[config.mk]
export PLATFORM = sky130hd
export DESIGN_NAME = xor_stream_descrambler_flat
export DESIGN_NICKNAME = d
export VERILOG_FILES = /design/src/rtl/xor_stream_if.sv /design/src/rtl/xor_stream_descrambler.sv /design/src/flat_wrapper.sv
export SDC_FILE = /design/constraint.sdc
export NUM_CORES = 1
export LEC_CHECK = 0
export CAP_MARGIN = 0
export CELL_PAD_IN_SITES_DETAIL_PLACEMENT = 0
export CELL_PAD_IN_SITES_GLOBAL_PLACEMENT = 1
export CORE_ASPECT_RATIO = 1.75
export CORE_MARGIN = 1.5
export CORE_UTILIZATION = 36
export CTS_BUF_LIST = sky130_fd_sc_hd__clkbuf_8
export CTS_CLUSTER_SIZE = 16
export DETAILED_ROUTE_END_ITERATION = 10
export PLACE_DENSITY = 0.86
export SKIP_CTS_REPAIR_TIMING = 1
export SLEW_MARGIN = 15
export SYNTH_ARGS = -nofsm -noshare
export SYNTH_HDL_FRONTEND = slang
export SYNTH_SLANG_ARGS = --single-unit
[constraint.sdc]
create_clock -name clk -period 1.64 [get_ports clk]
set_input_delay 0.164 -clock clk [delete_from_list [all_inputs] [get_ports clk]]
set_output_delay 0.164 -clock clk [all_outputs]
set_load 0.03 [all_outputs]
[src/rtl/xor_stream_if.sv]
// xor_stream_if: valid/ready stream plus seed-load bundle for xor_stream_descrambler.
interface xor_stream_if #(
    parameter int WIDTH      = 8,
    parameter int LFSR_WIDTH = 16
);
    logic                  in_valid;
    logic                  in_ready;
    logic [WIDTH-1:0]      in_data;
    logic                  out_valid;
    logic                  out_ready;
    logic [WIDTH-1:0]      out_data;
    logic                  seed_load;
    logic [LFSR_WIDTH-1:0] seed_in;
    modport master (
        output in_valid, in_data, out_ready, seed_load, seed_in,
        input  in_ready, out_valid, out_data
    );
    modport slave (
        input  in_valid, in_data, out_ready, seed_load, seed_in,
        output in_ready, out_valid, out_data
    );
endinterface

[src/rtl/xor_stream_descrambler.sv]
// xor_stream_descrambler: out = in ^ Galois-LFSR keystream, single-entry output register.
// Optional XOR_PARITY_CHECK_EN adds plaintext parity checking with a saturating error counter.
module xor_stream_descrambler #(
    parameter int                    WIDTH      = 8,
    parameter int                    LFSR_WIDTH = 16,
    parameter logic [LFSR_WIDTH-1:0] POLY       = 16'hB400,
    parameter logic [LFSR_WIDTH-1:0] SEED       = 16'hACE1
) (
    input  logic clk,
    input  logic reset,
`ifdef XOR_PARITY_CHECK_EN
    input  logic       in_parity,
    output logic       out_perr,
    output logic [7:0] err_count,
`endif
    xor_stream_if.slave bus
);
    logic [LFSR_WIDTH-1:0] lfsr_q, lfsr_d;
    logic                  out_valid_q, out_valid_d;
    logic [WIDTH-1:0]      out_data_q, out_data_d;
    logic                  in_ready, accept;
    logic [WIDTH-1:0]      plain;

    // One keystream word consumes WIDTH Galois steps.
    function automatic logic [LFSR_WIDTH-1:0] advance(input logic [LFSR_WIDTH-1:0] s);
        logic [LFSR_WIDTH-1:0] t;
        t = s;
        for (int i = 0; i < WIDTH; i++) t = t[0] ? ((t >> 1) ^ POLY) : (t >> 1);
        return t;
    endfunction

    always_comb begin
        in_ready    = !bus.seed_load && (!out_valid_q || bus.out_ready);
        accept      = bus.in_valid && in_ready;
        plain       = bus.in_data ^ lfsr_q[WIDTH-1:0];
        lfsr_d      = bus.seed_load ? ((bus.seed_in == '0) ? SEED : bus.seed_in)
                    : accept        ? advance(lfsr_q) : lfsr_q;
        out_valid_d = accept ? 1'b1 : (bus.out_ready ? 1'b0 : out_valid_q);
        out_data_d  = accept ? plain : out_data_q;
    end

    always_ff @(posedge clk) begin
        if (reset) begin
            lfsr_q      <= SEED;
            out_valid_q <= 1'b0;
            out_data_q  <= '0;
        end else begin
            lfsr_q      <= lfsr_d;
            out_valid_q <= out_valid_d;
            out_data_q  <= out_data_d;
        end
    end

    assign bus.in_ready  = in_ready;
    assign bus.out_valid = out_valid_q;
    assign bus.out_data  = out_data_q;

`ifdef XOR_PARITY_CHECK_EN
    logic       perr_q, perr_d, bad;
    logic [7:0] err_q, err_d;

    always_comb begin
        bad    = (^plain) != in_parity;
        perr_d = accept ? bad : perr_q;
        err_d  = bus.seed_load ? 8'h00
               : (accept && bad && err_q != 8'hFF) ? err_q + 8'h01 : err_q;
    end

    always_ff @(posedge clk) begin
        if (reset) begin
            perr_q <= 1'b0;
            err_q  <= 8'h00;
        end else begin
            perr_q <= perr_d;
            err_q  <= err_d;
        end
    end

    assign out_perr  = perr_q;
    assign err_count = err_q;
`endif
endmodule

[src/flat_wrapper.sv]
// flat-port wrapper written by rule: the top's interface ports become plain ports
module xor_stream_descrambler_flat 
#(
    parameter int                    WIDTH      = 8,
    parameter int                    LFSR_WIDTH = 16,
    parameter logic [LFSR_WIDTH-1:0] POLY       = 16'hB400,
    parameter logic [LFSR_WIDTH-1:0] SEED       = 16'hACE1
)
  (clk, reset, bus_in_valid, bus_in_data, bus_out_ready, bus_seed_load, bus_seed_in, bus_in_ready, bus_out_valid, bus_out_data);
  xor_stream_if #(.WIDTH(WIDTH), .LFSR_WIDTH(LFSR_WIDTH)) bus_i ();
  input  logic clk;
  input  logic reset;
  input wire logic [$bits(bus_i.in_valid)-1:0] bus_in_valid;
  input wire logic [$bits(bus_i.in_data)-1:0] bus_in_data;
  input wire logic [$bits(bus_i.out_ready)-1:0] bus_out_ready;
  input wire logic [$bits(bus_i.seed_load)-1:0] bus_seed_load;
  input wire logic [$bits(bus_i.seed_in)-1:0] bus_seed_in;
  output wire logic [$bits(bus_i.in_ready)-1:0] bus_in_ready;
  output wire logic [$bits(bus_i.out_valid)-1:0] bus_out_valid;
  output wire logic [$bits(bus_i.out_data)-1:0] bus_out_data;
  assign bus_i.in_valid = bus_in_valid;
  assign bus_i.in_data = bus_in_data;
  assign bus_i.out_ready = bus_out_ready;
  assign bus_i.seed_load = bus_seed_load;
  assign bus_i.seed_in = bus_seed_in;
  assign bus_in_ready = bus_i.in_ready;
  assign bus_out_valid = bus_i.out_valid;
  assign bus_out_data = bus_i.out_data;
  xor_stream_descrambler #(.WIDTH(WIDTH), .LFSR_WIDTH(LFSR_WIDTH), .POLY(POLY), .SEED(SEED)) u_core (.clk(clk), .reset(reset), .bus(bus_i));
endmodule
==> metrics.md, run 1 <==
| Metric | Value |
|---|---|
| Tmin final | 1.60 ns |
| Reg area | 500 sq um |
| Synthesized area | 0.00137 sq mm |
| Top-count cell post-synth | dfxtp_1 |
| Chip width | 49.6 um |
| Synth Instances | 144 |
| Worst min path class | flop to flop |
| R2R cell count | 5 |
| Core Box Area | 0.00363 sq mm |
| Worst-case clock buffer depth | 2 |
| Reg clk slew, reported paths | 0.09 ns |
| Row count | 29 |
| M3 GR Usage | 1.96% |
| NumNets Final | 214 |
| Pleak | 0.000666 uW |
| Via count | 1215 |
| Status | complete, no violations |
| Crit-path max cell delay | 0.50 ns |
| Final period util | 97.5% |
| Worst-Margin Slew | 0.519 ns |
| Sw frac | 29.7% |
| Post-DP HPWL | 2860 um |
| Largest net degree at the start of global routing | 29 |
| Latest clock arrival within the worst-skew pair | 0.26 ns |
| Initial Utilization | 37.7% |
| VDD IR max | 0.557 mV |
| Share of layout cells above drive strength 1 | 16.3% |
| Placed insts | 226 |
| Layout Skew | 0.00904 ns |
| Final hold vios | 0 |
| Initial antenna violation count | 0 |
| Layout area overhead | 37.0% |
| H-tree levels | 1 |
| Mean area per synthesized cell | 9.49 sq um |
| Ys async rst share | 0% |
| Synth Area in Compound Gates | 23.4% |
| Vias in the first global route | 1272 |
| Adder-cell share of the synthesized area | 0% |
| Starting DRT DRC Count | 15 |
| Tot GR Track Use | 17.8% |
| TritonCTS clock tree | built |
| RR Startpoint | u_core.bus.out_valid |
| Post-synth top area share | 36.6% |
| Layout fillers | 351 |
| Synth warnings | 0 |
| Die Height | 84.5 um |
| Sequential area share after synthesis | 36.6% |
| Design Power | 1510 uW |
| Met1 usage | 19.6% |
| Global-route wire length before repair | 5930 um |
| Cell accounting for the most synthesized area | dfxtp_1 |
| Pint | 1060 uW |
| CP max FO | 5 |
| Antenna-violating nets left | 0 |
| Synth top area cells | dfxtp_1, xnor2_1, a211oi_2 |
| Pwr Density | 808 mW/mm^2 |
| Post-synth net total | 173 |
| Root buf cell | clkbuf_8 |
| # port buffers | 38 |
| WP data arrival | 1.81 ns |
| Critical path launch point type | input pin |
| Ant. Diodes | 0 |
| DRC | 0 |
| FF-to-FF setup slack | 0.31 ns |
| Drt first pass iters | 4 |
| TritonCTS Buffers | 3 |
| EDFF count, synth | 0 |
| Gr busiest metal | met2 |
| Clock share of power | 23.7% |
| Number of distinct library cells after synthesis | 37 |
| CP Capture Type | flop |
| Fin. max-slew vios | 0 |
| CTS Sinks | 25 |
| Worst slew margin | 65.1% |
| Gpl congestion | 0.889 |
| Sw Pwr | 449 uW |
| Wirelength per Cell | 15.5 um |
| Combinational fraction of design power | 29.6% |
| Post-synthesis sequential element count | 25 |
| Hold Crit Start | u_core.lfsr_q[8] |
| XOR/XNOR Fraction of Synth Area | 17.2% |
| Maxcap violations | 0 |
| Largest family of logic cells by synthesized area | compound AO/OA/AOI/OAI gates |
| Cell depth of the worst hold path | 2 |
| Synth cell count leaders | dfxtp_1, xnor2_1, nor2_1 |
| CP Class | input pin to flop |
| Multi-input gate area | 787 sq um |
| Synth Area in Simple Gates | 16.2% |
| Setup violators final | 0 |
| WHS Endpoint | u_core.lfsr_q[0] |
| M2 GR Usage | 31.6% |
| Final WL | 3570 um |
| CP Data Required Time | 1.85 ns |
| Power share of the sequential group | 46.7% |
| Max Clock Freq | 625 MHz |
| Die ar. | 0.00419 sq mm |
| Io pins | 39 |
| Mux contribution to synthesized area | 0.733% |
| RSZ-0062 raised after global routing | false |
| Slowest-stage cell, CP | nor4_1 |
| Reg2reg end | u_core.lfsr_q[8] |
| Grt ovf | 0 |
| Via/cell ratio | 5.28 |
| Prevailing post-synth register cell | dfxtp_1 |
| Fin cells | 230 |
| Cells along the critical path | clkdlybuf4s50_1 -> nor4_1 -> and4_1 -> buf_4 -> o21ai_0 -> nand4_1 |
[power by group through the flow]
stage	logic [uW]	registers, uW	clock network (uW)
6_report	447	707	359
4_1_cts	450	707	367
2_1_floorplan	266	732	0
3_3_place_gp	441	720	0
3_5_place_dp	447	721	0
5_1_grt	482	713	388
[final cells by class]
cell class,count,share of cell area [%]
clock inverters,1,0.201
inverters,3,0.602
well taps,46,3.07
repair buffers,47,25.1
flip-flops and latches,25,26.7
multi-input cells,105,42.0
clock buffers,3,2.21
[worst max-delay path, delay by kind of cell]
kind | cells | cell delay, ns
AND/OR/NAND/NOR | 3 | 0.93
AO/OA/AOI/OAI | 1 | 0.14
buffers and inverters | 2 | 0.57
[flip-flops by register name (all words and copies together) (netlist names)]
signal / cells
u_core.bus.out_data: 8
u_core.bus.out_valid: 1
u_core.lfsr_q: 16
[cells in the final DEF, fill, tap and decap left out, types with 2 or more instances in the layout]
cell type,n
and2_1,2
o21ai_0,5
clkbuf_8,3
nor2_1,14
o21a_1,5
clkdlybuf4s50_1,37
inv_2,2
a32o_1,2
nand2_1,11
buf_4,8
inv_1,2
o32ai_1,2
xnor2_1,21
buf_12,2
nor4_1,4
a211oi_2,8
dfxtp_1,25
a31oi_1,2
a21oi_1,3
nand4_1,2
nand3_1,4
a2bb2oi_1,2
o221a_2,2
xor2_1,4
[through the flow]
step	utilization, %	instance area [sq um]	setup slack (ns)	TNS (ns)	hold WS [ns]
finish	51.6	1870	0.0403	0	0.486
global route	51.6	1870	0.0672	0	0.517
CTS	51.6	1870	0.120	0	0.488
detailed placement	50.3	1830	-0.153	-0.542	0.468
global placement	50.3	1830	-0.116	-0.519	0.461
floorplan	-	1370	0.222	0	0.293
[cells by family (layout without fill, tap and decap cells)]
logic type	Yosys count	after routing
compound gates	36	36
xor+xnor	26	26
buf+inv	14	54
flops	25	25
mux	1	1
simple gates	42	42
[layer usage]
layer,share of wire [%],wire length (um)
met5,0,0
met4,5.5,197
met3,3.5,124
met2,52,1870
met1,38,1370
[worst max-delay path by stage]
stage | endpoint | start | cells after the start
3_5_place_dp | u_core.lfsr_q[15] | bus_seed_in[7] | 6
3_3_place_gp | u_core.lfsr_q[15] | bus_seed_in[4] | 6
5_1_grt | u_core.lfsr_q[15] | bus_seed_in[7] | 6
4_1_cts | u_core.lfsr_q[15] | bus_seed_in[7] | 6
6_report | u_core.lfsr_q[15] | bus_seed_in[7] | 6
2_1_floorplan | u_core.lfsr_q[8] | u_core.bus.out_valid | 5
Note: power is estimated with default switching activity, not from simulation.
==> run 2: changes to the inputs <==
Settings changed: CORE_UTILIZATION 36 to 35, CTS_BUF_LIST sky130_fd_sc_hd__clkbuf_8 to sky130_fd_sc_hd__clkbuf_4 sky130_fd_sc_hd__clkbuf_8 sky130_fd_sc_hd__clkbuf_16, PLACE_DENSITY 0.86 to 0.84.
==> metrics.md, run 2 (synthesized netlist as in run 1, its figures left out) <==
| Metric | Value |
|---|---|
| Status | complete, no violations |
| Worst min path class | flop to flop |
| Sw Pwr | 444 uW |
| Drt first pass iters | 4 |
| Via count | 1184 |
| Reg2reg end | u_core.lfsr_q[6] |
| Tmin final | 1.50 ns |
| Fin cells | 229 |
| Pleak | 0.000656 uW |
| NumNets Final | 213 |
| R2R cell count | 4 |
| Core Box Area | 0.00366 sq mm |
| DRC | 0 |
| Reg clk slew, reported paths | 0.08 ns |
| Final period util | 91.2% |
| Worst slew margin | 73.5% |
| Crit-path max cell delay | 0.69 ns |
| Maxcap violations | 0 |
| Worst-case clock buffer depth | 2 |
| Final hold vios | 0 |
| Layout area overhead | 35.8% |
| CP max FO | 2 |
| Fin. max-slew vios | 0 |
| Share of layout cells above drive strength 1 | 16.4% |
| Grt ovf | 0 |
| Cells along the critical path | clkdlybuf4s50_1 |
| Latest clock arrival within the worst-skew pair | 0.26 ns |
| Vias in the first global route | 1225 |
| RR Startpoint | u_core.lfsr_q[1] |
| Final setup TNS | 0 ns |
| Final WL | 3430 um |
| Initial antenna violation count | 0 |
| Io pins | 39 |
| Most common cell after layout, fill and taps aside | clkdlybuf4s50_1 |
| Slowest-stage cell, CP | clkdlybuf4s50_1 |
| Root buf cell | clkbuf_8 |
| Row count | 29 |
| Combinational fraction of design power | 28.9% |
| Design Power | 1530 uW |
| Clock share of power | 24.6% |
| Sw frac | 29.1% |
| Initial Utilization | 37.3% |
| Setup violators final | 0 |
| Antenna-violating nets left | 0 |
| WHS Endpoint | u_core.lfsr_q[0] |
| Wirelength per Cell | 15.0 um |
| Worst-Margin Slew | 0.394 ns |
| Ant. Diodes | 0 |
| Worst path top cell family by delay | buffers and inverters |
| FF-to-FF setup slack | 0.31 ns |
| Buffers & Inverters on Critical Path | 1 |
| Gpl congestion | 0.894 |
| Via/cell ratio | 5.17 |
| WP data arrival | 1.33 ns |
| Largest register FFs | 16 |
| Global-route wire length before repair | 5750 um |
| Starting DRT DRC Count | 19 |
| VDD IR max | 0.485 mV |
| CP Data Required Time | 1.48 ns |
| Max Clock Freq | 668 MHz |
| TritonCTS Buffers | 3 |
| Power share of the sequential group | 46.5% |
| DP Area | 0.00181 sq mm |
| Placed insts | 225 |
| Die ar. | 0.00430 sq mm |
| Top reg by flops | u_core.lfsr_q |
| RSZ-0062 raised after global routing | false |
| Layout Skew | 0.00274 ns |
| CTS Sinks | 25 |
| Cell depth of the worst hold path | 2 |
| Tot GR Track Use | 17.0% |
| Hold Crit Start | u_core.lfsr_q[8] |
| Pwr Density | 822 mW/mm^2 |
| Pint | 1080 uW |
| Largest net degree at the start of global routing | 29 |
| Chip width | 50.2 um |
| Critical path launch point type | flop |
| H-tree levels | 1 |
| TritonCTS clock tree | built |
| CP Capture Type | output port |
| CP Class | flop to output port |
| # port buffers | 38 |
| Commonest cells after routing, fill and taps aside | clkdlybuf4s50_1, dfxtp_1, xnor2_1, nor2_1, nand2_1 |
| Post-DP HPWL | 2690 um |
| Die Height | 85.7 um |
| Design Area, Final | 0.00186 sq mm |
[run 2: cell count changes in the layout (fill, tap and decap cells not counted)]
cell | previous run | this run
buf_12 | 2 | 1
clkbuf_4 | 0 | 1
inv_1 | 2 | 1
[run 2: worst max-delay path by stage]
stage / start / endpoint / slack, ns / depth (start not counted)
finish: u_core.bus.out_valid / bus_out_valid / 0.14 / 1
global route: u_core.bus.out_valid / bus_out_valid / 0.09 / 1
CTS: u_core.bus.out_valid / bus_out_valid / 0.13 / 1
detailed placement: bus_seed_in[11] / u_core.lfsr_q[10] / -0.04 / 6
global placement: bus_seed_in[11] / u_core.lfsr_q[10] / -0.007 / 6
floorplan: u_core.bus.out_valid / u_core.lfsr_q[8] / 0.22 / 5
[run 2: area by class of cell]
| cell class | count | area [sq um] |
|---|---|---|
| clock buffers | 4 | 48.8 |
| fillers | 350 | 1810 |
| inverters | 3 | 11.3 |
| multi-input cells | 105 | 787 |
| flip-flops and latches | 25 | 500 |
| well taps | 46 | 57.6 |
| repair buffers | 46 | 450 |
[run 2: power by group through the flow]
stage	combinational [uW]	sequential (uW)	clock, uW
5_1_grt	478	714	407
3_5_place_dp	437	722	0
6_report	441	709	376
4_1_cts	444	708	387
2_1_floorplan	266	732	0
3_3_place_gp	432	720	0
[run 2: routing by layer]
layer	part of all wire, %	track usage (%)	wire length, um	vias to the layer above
met2	53	29.9	1820	35
met1	41	20.2	1420	552
met4	2.4	8.33	83	0
met3	3.2	1.57	110	8
met5	0	0	0	-
li1	-	-	-	589
[run 2: per-stage QoR]
stage,setup slack [ns],utilization (%),hold slack (ns)
2_1_floorplan,0.222,-,0.293
3_3_place_gp,-0.00709,49.3,0.460
3_5_place_dp,-0.0396,49.3,0.474
4_1_cts,0.134,50.6,0.490
5_1_grt,0.0945,50.6,0.533
6_report,0.144,50.6,0.491
